File: src/rtl/dmem_lsu.sv
// Load/store unit driving a word-wide data memory with a combinational read and a synchronous write.
// Define LSU_ERR_EN to enable alignment and funct3 checking; otherwise bad requests are normalised and executed.
module dmem_lsu #(
    parameter int ADDR_W = 32
) (
    input  logic              clk,
    input  logic              rst,
    input  logic              req_valid_i,
    output logic              req_ready_o,
    input  logic              req_store_i,
    input  logic [2:0]        req_funct3_i,
    input  logic [ADDR_W-1:0] req_addr_i,
    input  logic [31:0]       req_wdata_i,
    output logic              resp_valid_o,
    input  logic              resp_ready_i,
    output logic [31:0]       resp_rdata_o,
    output logic              resp_err_o,
    output logic [ADDR_W-1:0] mem_addr_o,
    output logic              mem_read_o,
    output logic              mem_write_o,
    output logic [31:0]       mem_wdata_o,
    input  logic [31:0]       mem_rdata_i
);

    typedef enum logic [1:0] {
        ST_IDLE,
        ST_RD,
        ST_WR,
        ST_RESP
    } state_e;

    localparam logic [2:0] F3_B  = 3'b000;
    localparam logic [2:0] F3_H  = 3'b001;
    localparam logic [2:0] F3_W  = 3'b010;
    localparam logic [2:0] F3_BU = 3'b100;
    localparam logic [2:0] F3_HU = 3'b101;

    state_e              state_q, state_d;
    logic                store_q, store_d;
    logic [2:0]          funct3_q, funct3_d;
    logic [ADDR_W-1:0]   addr_q, addr_d;
    logic [31:0]         wdata_q, wdata_d;
    logic [31:0]         rdata_q, rdata_d;
    logic                err_q, err_d;

    logic                req_err;
    logic [2:0]          req_f3;
    logic [ADDR_W-1:0]   req_addr;
    logic [ADDR_W-1:0]   word_addr;

    // funct3[1:0] selects size, funct3[2] selects zero extension.
    function automatic logic [31:0] load_extract(input logic [2:0] f3,
                                                 input logic [1:0] lane,
                                                 input logic [31:0] word);
        logic [7:0]  b;
        logic [15:0] h;
        logic [31:0] res;
        case (lane)
            2'd0:    b = word[7:0];
            2'd1:    b = word[15:8];
            2'd2:    b = word[23:16];
            default: b = word[31:24];
        endcase
        h = lane[1] ? word[31:16] : word[15:0];
        case (f3[1:0])
            2'b00:   res = {{24{b[7] & ~f3[2]}}, b};
            2'b01:   res = {{16{h[15] & ~f3[2]}}, h};
            default: res = word;
        endcase
        return res;
    endfunction

    function automatic logic [31:0] store_merge(input logic [2:0] f3,
                                                input logic [1:0] lane,
                                                input logic [31:0] word,
                                                input logic [31:0] wdata);
        logic [31:0] res;
        res = word;
        if (f3[1:0] == 2'b00) begin
            case (lane)
                2'd0:    res[7:0]   = wdata[7:0];
                2'd1:    res[15:8]  = wdata[7:0];
                2'd2:    res[23:16] = wdata[7:0];
                default: res[31:24] = wdata[7:0];
            endcase
        end else if (lane[1]) begin
            res[31:16] = wdata[15:0];
        end else begin
            res[15:0] = wdata[15:0];
        end
        return res;
    endfunction

    // Request decode: either flag bad requests or coerce them into a legal access.
    always_comb begin
        req_err  = 1'b0;
        req_f3   = req_funct3_i;
        req_addr = req_addr_i;
`ifdef LSU_ERR_EN
        case (req_funct3_i)
            F3_B, F3_BU: req_err = 1'b0;
            F3_H, F3_HU: req_err = req_addr_i[0];
            F3_W:        req_err = (req_addr_i[1:0] != 2'b00);
            default:     req_err = 1'b1;
        endcase
        if (req_store_i && req_funct3_i[2]) begin
            req_err = 1'b1;
        end
`else
        case (req_funct3_i)
            F3_B:        req_f3 = F3_B;
            F3_H:        req_f3 = F3_H;
            F3_BU:       req_f3 = req_store_i ? F3_W : F3_BU;
            F3_HU:       req_f3 = req_store_i ? F3_W : F3_HU;
            default:     req_f3 = F3_W;
        endcase
        case (req_f3[1:0])
            2'b00:   req_addr = req_addr_i;
            2'b01:   req_addr = {req_addr_i[ADDR_W-1:1], 1'b0};
            default: req_addr = {req_addr_i[ADDR_W-1:2], 2'b00};
        endcase
`endif
    end

    assign word_addr = {addr_q[ADDR_W-1:2], 2'b00};

    // NOTE: every *_d gets its hold value first so no path through this block can infer a latch.
    always_comb begin
        state_d  = state_q;
        store_d  = store_q;
        funct3_d = funct3_q;
        addr_d   = addr_q;
        wdata_d  = wdata_q;
        rdata_d  = rdata_q;
        err_d    = err_q;
        case (state_q)
            ST_IDLE: begin
                if (req_valid_i) begin
                    store_d  = req_store_i;
                    funct3_d = req_f3;
                    addr_d   = req_addr;
                    wdata_d  = req_wdata_i;
                    rdata_d  = 32'h0;
                    err_d    = req_err;
                    if (req_err) begin
                        state_d = ST_RESP;
                    end else if (req_store_i && req_f3 == F3_W) begin
                        state_d = ST_WR;
                    end else begin
                        state_d = ST_RD;
                    end
                end
            end
            ST_RD: begin
                if (store_q) begin
                    wdata_d = store_merge(funct3_q, addr_q[1:0], mem_rdata_i, wdata_q);
                    state_d = ST_WR;
                end else begin
                    rdata_d = load_extract(funct3_q, addr_q[1:0], mem_rdata_i);
                    state_d = ST_RESP;
                end
            end
            ST_WR: begin
                state_d = ST_RESP;
            end
            ST_RESP: begin
                if (resp_ready_i) begin
                    state_d = ST_IDLE;
                end
            end
            default: begin
                state_d = ST_IDLE;
            end
        endcase
    end

    // NOTE: state uses non-blocking assignments so every flop samples pre-edge values.
    always_ff @(posedge clk) begin
        if (rst) begin
            state_q  <= ST_IDLE;
            store_q  <= 1'b0;
            funct3_q <= 3'b000;
            addr_q   <= '0;
            wdata_q  <= 32'h0;
            rdata_q  <= 32'h0;
            err_q    <= 1'b0;
        end else begin
            state_q  <= state_d;
            store_q  <= store_d;
            funct3_q <= funct3_d;
            addr_q   <= addr_d;
            wdata_q  <= wdata_d;
            rdata_q  <= rdata_d;
            err_q    <= err_d;
        end
    end

    // Outputs are gated by rst so a WR cycle coinciding with reset never reaches memory.
    always_comb begin
        req_ready_o  = 1'b0;
        resp_valid_o = 1'b0;
        resp_rdata_o = 32'h0;
        resp_err_o   = 1'b0;
        mem_addr_o   = '0;
        mem_read_o   = 1'b0;
        mem_write_o  = 1'b0;
        mem_wdata_o  = 32'h0;
        if (!rst) begin
            case (state_q)
                ST_IDLE: begin
                    req_ready_o = 1'b1;
                end
                ST_RD: begin
                    mem_read_o = 1'b1;
                    mem_addr_o = word_addr;
                end
                ST_WR: begin
                    mem_write_o = 1'b1;
                    mem_addr_o  = word_addr;
                    mem_wdata_o = wdata_q;
                end
                ST_RESP: begin
                    resp_valid_o = 1'b1;
                    resp_rdata_o = rdata_q;
                    resp_err_o   = err_q;
                end
                default: begin
                    req_ready_o = 1'b0;
                end
            endcase
        end
    end

endmodule

File: config.mk
export PLATFORM = sky130hd
export DESIGN_NAME = dmem_lsu
export DESIGN_NICKNAME = d
export VERILOG_FILES = /design/src/rtl/dmem_lsu.sv
export SDC_FILE = /design/constraint.sdc
export NUM_CORES = 1
export LEC_CHECK = 0
export ABC_AREA = 1
export CORE_ASPECT_RATIO = 1.1
export CORE_MARGIN = 8
export CORE_UTILIZATION = 42
export CTS_BUF_LIST = sky130_fd_sc_hd__clkbuf_4 sky130_fd_sc_hd__clkbuf_8 sky130_fd_sc_hd__clkbuf_16
export CTS_CLUSTER_DIAMETER = 80
export DETAILED_ROUTE_END_ITERATION = 16
export GPL_TIMING_DRIVEN = 0
export MAX_ROUTING_LAYER = met4
export PLACE_DENSITY_LB_ADDON = 0.05
export SLEW_MARGIN = 20
export SYNTH_ARGS = -nofsm -noshare
export SYNTH_HDL_FRONTEND = slang
export SYNTH_SLANG_ARGS = --single-unit
File: constraint.sdc
create_clock -name clk -period 1.79 [get_ports clk]
set_input_delay 0.537 -clock clk [delete_from_list [all_inputs] [get_ports clk]]
set_output_delay 0.537 -clock clk [all_outputs]
set_load 0.1 [all_outputs]
---- After elaboration in Yosys (flattened, before gate mapping) ----
Cells that the tools add are included.
word-level totals
  logic and storage cells ................. 84
  memories ................................ 0
  RAM bits ................................ 0
  memory bits (read-only) ................. 0
  latch bits .............................. 0
  input port bits ......................... 104
  output and inout port bits .............. 101
  flip-flop bits (word level) ............. 102
operators by class
  muxes and demuxes ....................... 41
  add/subtract/negate cells ............... 0
  multiply operators ...................... 0
  div/mod/pow operators ................... 0
  reduce and logical (&&, ||, !) cells .... 15
  shift operators ......................... 0
  magnitude comparators ................... 0
  equal/unequal tests ..................... 17
  bitwise logic cells ..................... 3
operator list
  kind                                                  number
  2-to-1 mux 32 bit                                     11
  one-hot mux 32 bit (2 select lines)                   3
  2-to-1 mux 16 bit                                     3
  2-to-1 mux 8 bit                                      6
  one-hot mux 8 bit (3 select lines)                    1
  one-hot mux 3 bit (4 select lines)                    1
  2-to-1 mux 1 bit                                      9
  equality test 2 x 1 -> 1 bit (second input constant)  4
  logical NOT 2 bit                                     4
  != test 2 bit (second input constant)                 4
  one-hot mux 2 bit (4 select lines)                    1
  equality test 2 bit (second input constant)           3
  equality test 3 bit (second input constant)           2
  2-to-1 mux 2 bit                                      3
  2-to-1 mux 3 bit                                      2
  != test 3 bit (second input constant)                 2
  AND reduction 3 bit                                   2
  AND reduction 5 bit                                   1
  one-hot mux 2 bit (2 select lines)                    1
  AND reduction 2 bit                                   2
  AND reduction 4 bit                                   1
  equality test 3 x 1 -> 1 bit (second input constant)  1
  equality test 3 x 2 -> 1 bit (second input constant)  1
  logical NOT 3 bit                                     1
  6 further kinds                                       7

---- Logic depth before layout (Yosys ltp) ----
  depth in word-level cells ............... 8
  mapped depth ............................ 12
  gate-level depth less buffers ........... 10

---- Worst setup path before layout ----
No wires, ideal clock.
  kind .................................... register to output
  start ................................... register state_q[0]
  end ..................................... output port mem_wdata_o[10]
  arrival ................................. 3.670 ns
  stages on the path, launching flop included .. 8
  buffers on the path ..................... 1
  data required time ...................... 1.253 ns
  setup slack ............................. -2.417 ns
  path through ............................ dfxtp_1 inv_1 ha_1 inv_1 nor2_1 inv_1 clkbuf_1 nor2_1
on the way
  cells in the longest elaborated chain, start to end .. 3
ends and longest elaborated chain
  what                    line  RTL
  start, declared         38    state_e state_q, state_d;
  start signal, assigned  188   state_q <= state_d;
  equality test 2 bit     209   case (state_q)
  2-to-1 mux 32 bit       209
  2-to-1 mux 32 bit       208   if (!rst) begin
  end, declared           21    output logic [31:0] mem_wdata_o,
Every way passes these cells.

---- Worst setup path after layout ----
  start ................................... register state_q[1]
  end ..................................... output port resp_rdata_o[28]
on the way
  cells in the longest elaborated chain, start to end .. 3
ends and longest elaborated chain
  what                 line  RTL
  equality test 2 bit  209
  2-to-1 mux 32 bit    209
  2-to-1 mux 32 bit    208
  end, declared        16    output logic [31:0] resp_rdata_o,
Every way passes these cells.

==> impl_metrics.py <==
metrics = {
    "timing": {
        "relSlewSlack_pct": 56.8,
        "fin_crit_ps": 2260,
        "clock_skew_ps": 11.7,
        "finalWorstSetupSlack_ps": -470,
        "fmax_mhz": 442,
        "slew_viol_final": 0,
        "fin_crit_sh_pct": 126,
        "tightestPinTransition_ps": 648,
        "rsz0062_at_grt": "yes",
        "setup_tns_ps": -37950,
        "finalHoldViolCount": 0,
        "finalSetupViolCount": 101,
    },
    "grt": {
        "grt_use_total_pct": 29.6,
        "antenna_found_initial": 0,
        "grt_max_degree": 18,
        "overflow": 0,
        "grt_pass1_vias": 7544,
        "grt_pass1_wl_mm": 41.6,
    },
    "min_path": {
        "hp-class": "reg2reg",
    },
    "cts": {
        "path_clk_slew_ps": 80,
        "cts_hold_buf": 0,
        "clockBufferDepth": 2,
        "cts.sinks": 102,
        "clock_tree.root_cell": "clkbuf_16",
        "h-tree-depth": 3,
        "clock_latency_ps": 360,
        "cts_tree": "built",
        "cts_buffers": 9,
    },
    "final_layout": {
        "layout.cells.non_filler": 1421,
        "final_cell_mix": "nand2_1 (165), a21oi_1 (117), nor2_4 (101)",
        "fillers": 970,
        "syn_to_final_growth_pct": 86.5,
        "layout_commonest_cell": "nand2_1",
        "layout-drive-gt1-share_pct": 34.3,
        "fin_nets": 1332,
        "post-route-util_pct": 79.2,
        "diodes": 0,
    },
    "floorplanning": {
        "initial_core_util_pct": 42.5,
        "std_cell_rows": 46,
        "die_h_um": 142,
        "core_area_mm2": 0.0143,
        "die_w_um": 131,
        "boundaryPins": 205,
        "dieArea_mm2": 0.0185,
    },
    "placement": {
        "dp_cells": 1378,
        "gp_congestion": 0.977,
        "portBuffers": 201,
        "dp_slack_ps": -1760,
        "dp.final_hpwl_mm": 19.4,
    },
    "drt": {
        "wl_met2_mm": 13.9,
        "routedWlPerCell_um": 20.0,
        "top_layer": "met4",
        "met3_length_mm": 2.11,
        "wl_mm": 28.4,
        "drt_pass1_iterations": 6,
        "drc": 0,
        "post_drt_via_cell_ratio": 5.42,
        "routedLengthMet1_mm": 11.2,
        "drt-initial-drc-count": 675,
        "ant_nets": 0,
        "vias": 7698,
    },
    "setup_path": {
        "arrival_ps": 1720,
        "reg2reg_slack_ps": -50,
        "critPathCapture": "resp_rdata_o[28]",
        "critPathRequiredTime_ps": 1250,
        "path_class": "reg2out",
        "r2r-start": "state_q[0]",
        "r2r-end": "wdata_q[31]",
        "cp-start-kind": "flip-flop",
        "startpoint": "state_q[1]",
        "reg2regPathDepth": 10,
        "critPathMaxFanout": 9,
        "end_kind": "output pin",
    },
    "outcome": {
        "outcome": "finished with violations",
        "violations": "setup timing",
    },
    "synth": {
        "synthDistinctLibCells": 34,
        "yosys_warnings": 0,
        "netlist_instances": 983,
        "syn_avg_cell_area_um2": 6.17,
        "synth_seq_cells": 102,
        "netlist_area_mm2": 0.00606,
        "ys_seq_area_share_pct": 33.7,
    },
    "power": {
        "ir_drop_mv": 0.899,
        "p_per_area_mw_per_mm2": 1310,
        "p_leak_nw": 4.40,
    },
    "flow_run": {
        "drv_cap": 0,
    },
}
[flip-flops by register name (all words and copies together) (netlist names)]
name,flops
rdata_q,32
wdata_q,32
state_q,2
addr_q,32
funct3_q,3
store_q,1
[through the flow]
stage	power [mW]	hold slack [ps]	cell area (um^2)
after global placement	10.7	454	9310
after detailed placement	10.7	460	9310
after floorplan	8.80	445	7060
final	14.9	470	11300
after CTS	13.9	471	11000
after global routing	15.5	501	11300
[worst max-delay path, stage by stage, from the launching register on]
cell	delay [ps]
dfxtp_4	390
ha_2	200
buf_12	150
buf_8	120
nand2_1	120
nor2_4	180
buf_12	190
[cell families (layout without fill, tap and decap cells)]
logic type	count (synthesis)	count (layout)	share of synthesized area, %
buffers and inverters	135	379	9.78
DFF	102	102	33.7
AOI/OAI and AO/OA	262	262	23.3
adders and majority gates	4	4	0.825
other	1	3	0.0618
and+or+nand+nor	479	479	32.3
[synthesized netlist by cell type]
cell	number	area (um^2)
nand2_2	13	81.3
buf_1	6	22.5
nand2_1	226	848
a21oi_1	125	626
nor3_1	2	10.0
nor2_8	1	20.0
buf_12	1	20.0
a22oi_1	1	7.51
nor2_4	2	22.5
nand3_1	23	115
nand3_4	2	35.0
inv_2	5	18.8
o211a_1	1	10.0
nor2_1	199	747
a21oi_2	10	87.6
nand3b_1	2	15.0
buf_2	14	70.1
or2_2	4	25.0
conb_1	1	3.75
o21ai_1	4	20.0
o21ai_0	99	495
nand2_4	2	22.5
clkbuf_1	43	161
a211oi_1	2	15.0
dfxtp_1	102	2040
ha_1	4	50.1
o221ai_1	4	35.0
o22ai_1	2	12.5
o211ai_1	14	105
buf_4	10	75.1
inv_1	54	203
buf_6	2	22.5
nor2_2	2	12.5
nand4_1	1	6.26
[layer usage]
metal | GRT usage [%] | vias to the layer above
met3 | 4.76 | 71
li1 | - | 3648
met2 | 48.6 | 367
met1 | 35.3 | 3612
met5 | - | -
met4 | 12.3 | 0
[timing repair]
action | 4_1_cts | 5_1_grt
gates resized for setup | 965 | 78
buffers inserted | 9 | 13
cloned | 3 | 4
setup endpoints to repair | 196 | 182
pin swaps | 27 | 40
[cell type report]
type	count	area, um^2	share of cell area [%]
tap	192	240	2.12
timing repair buffer	230	3290	29.1
inverter	59	241	2.13
clock inverter	5	41.3	0.365
buffer	74	722	6.38
multi-input combinational	748	4480	39.6
sequential	102	2050	18.1
clock buffer	11	246	2.18
[power by group]
part           leakage, nW  total [mW]  internal [mW]  switching, mW
combinational         3.42        9.36           3.46           5.89
sequential           0.839        3.49           2.94          0.549
clock                0.141        2.01           1.02          0.991
total                 4.40        14.9           7.42           7.43
[how the worst min path moves through the flow]
stage,from,endpoint,slack [ps],depth (start not counted)
6_report,rdata_q[31],rdata_q[31],470,2
3_5_place_dp,funct3_q[2],funct3_q[2],460,2
3_3_place_gp,rdata_q[7],rdata_q[7],450,2
4_1_cts,funct3_q[2],funct3_q[2],470,2
5_1_grt,rdata_q[12],rdata_q[12],500,2
2_1_floorplan,wdata_q[16],wdata_q[16],440,2
Note: power is estimated with default switching activity, not from simulation.
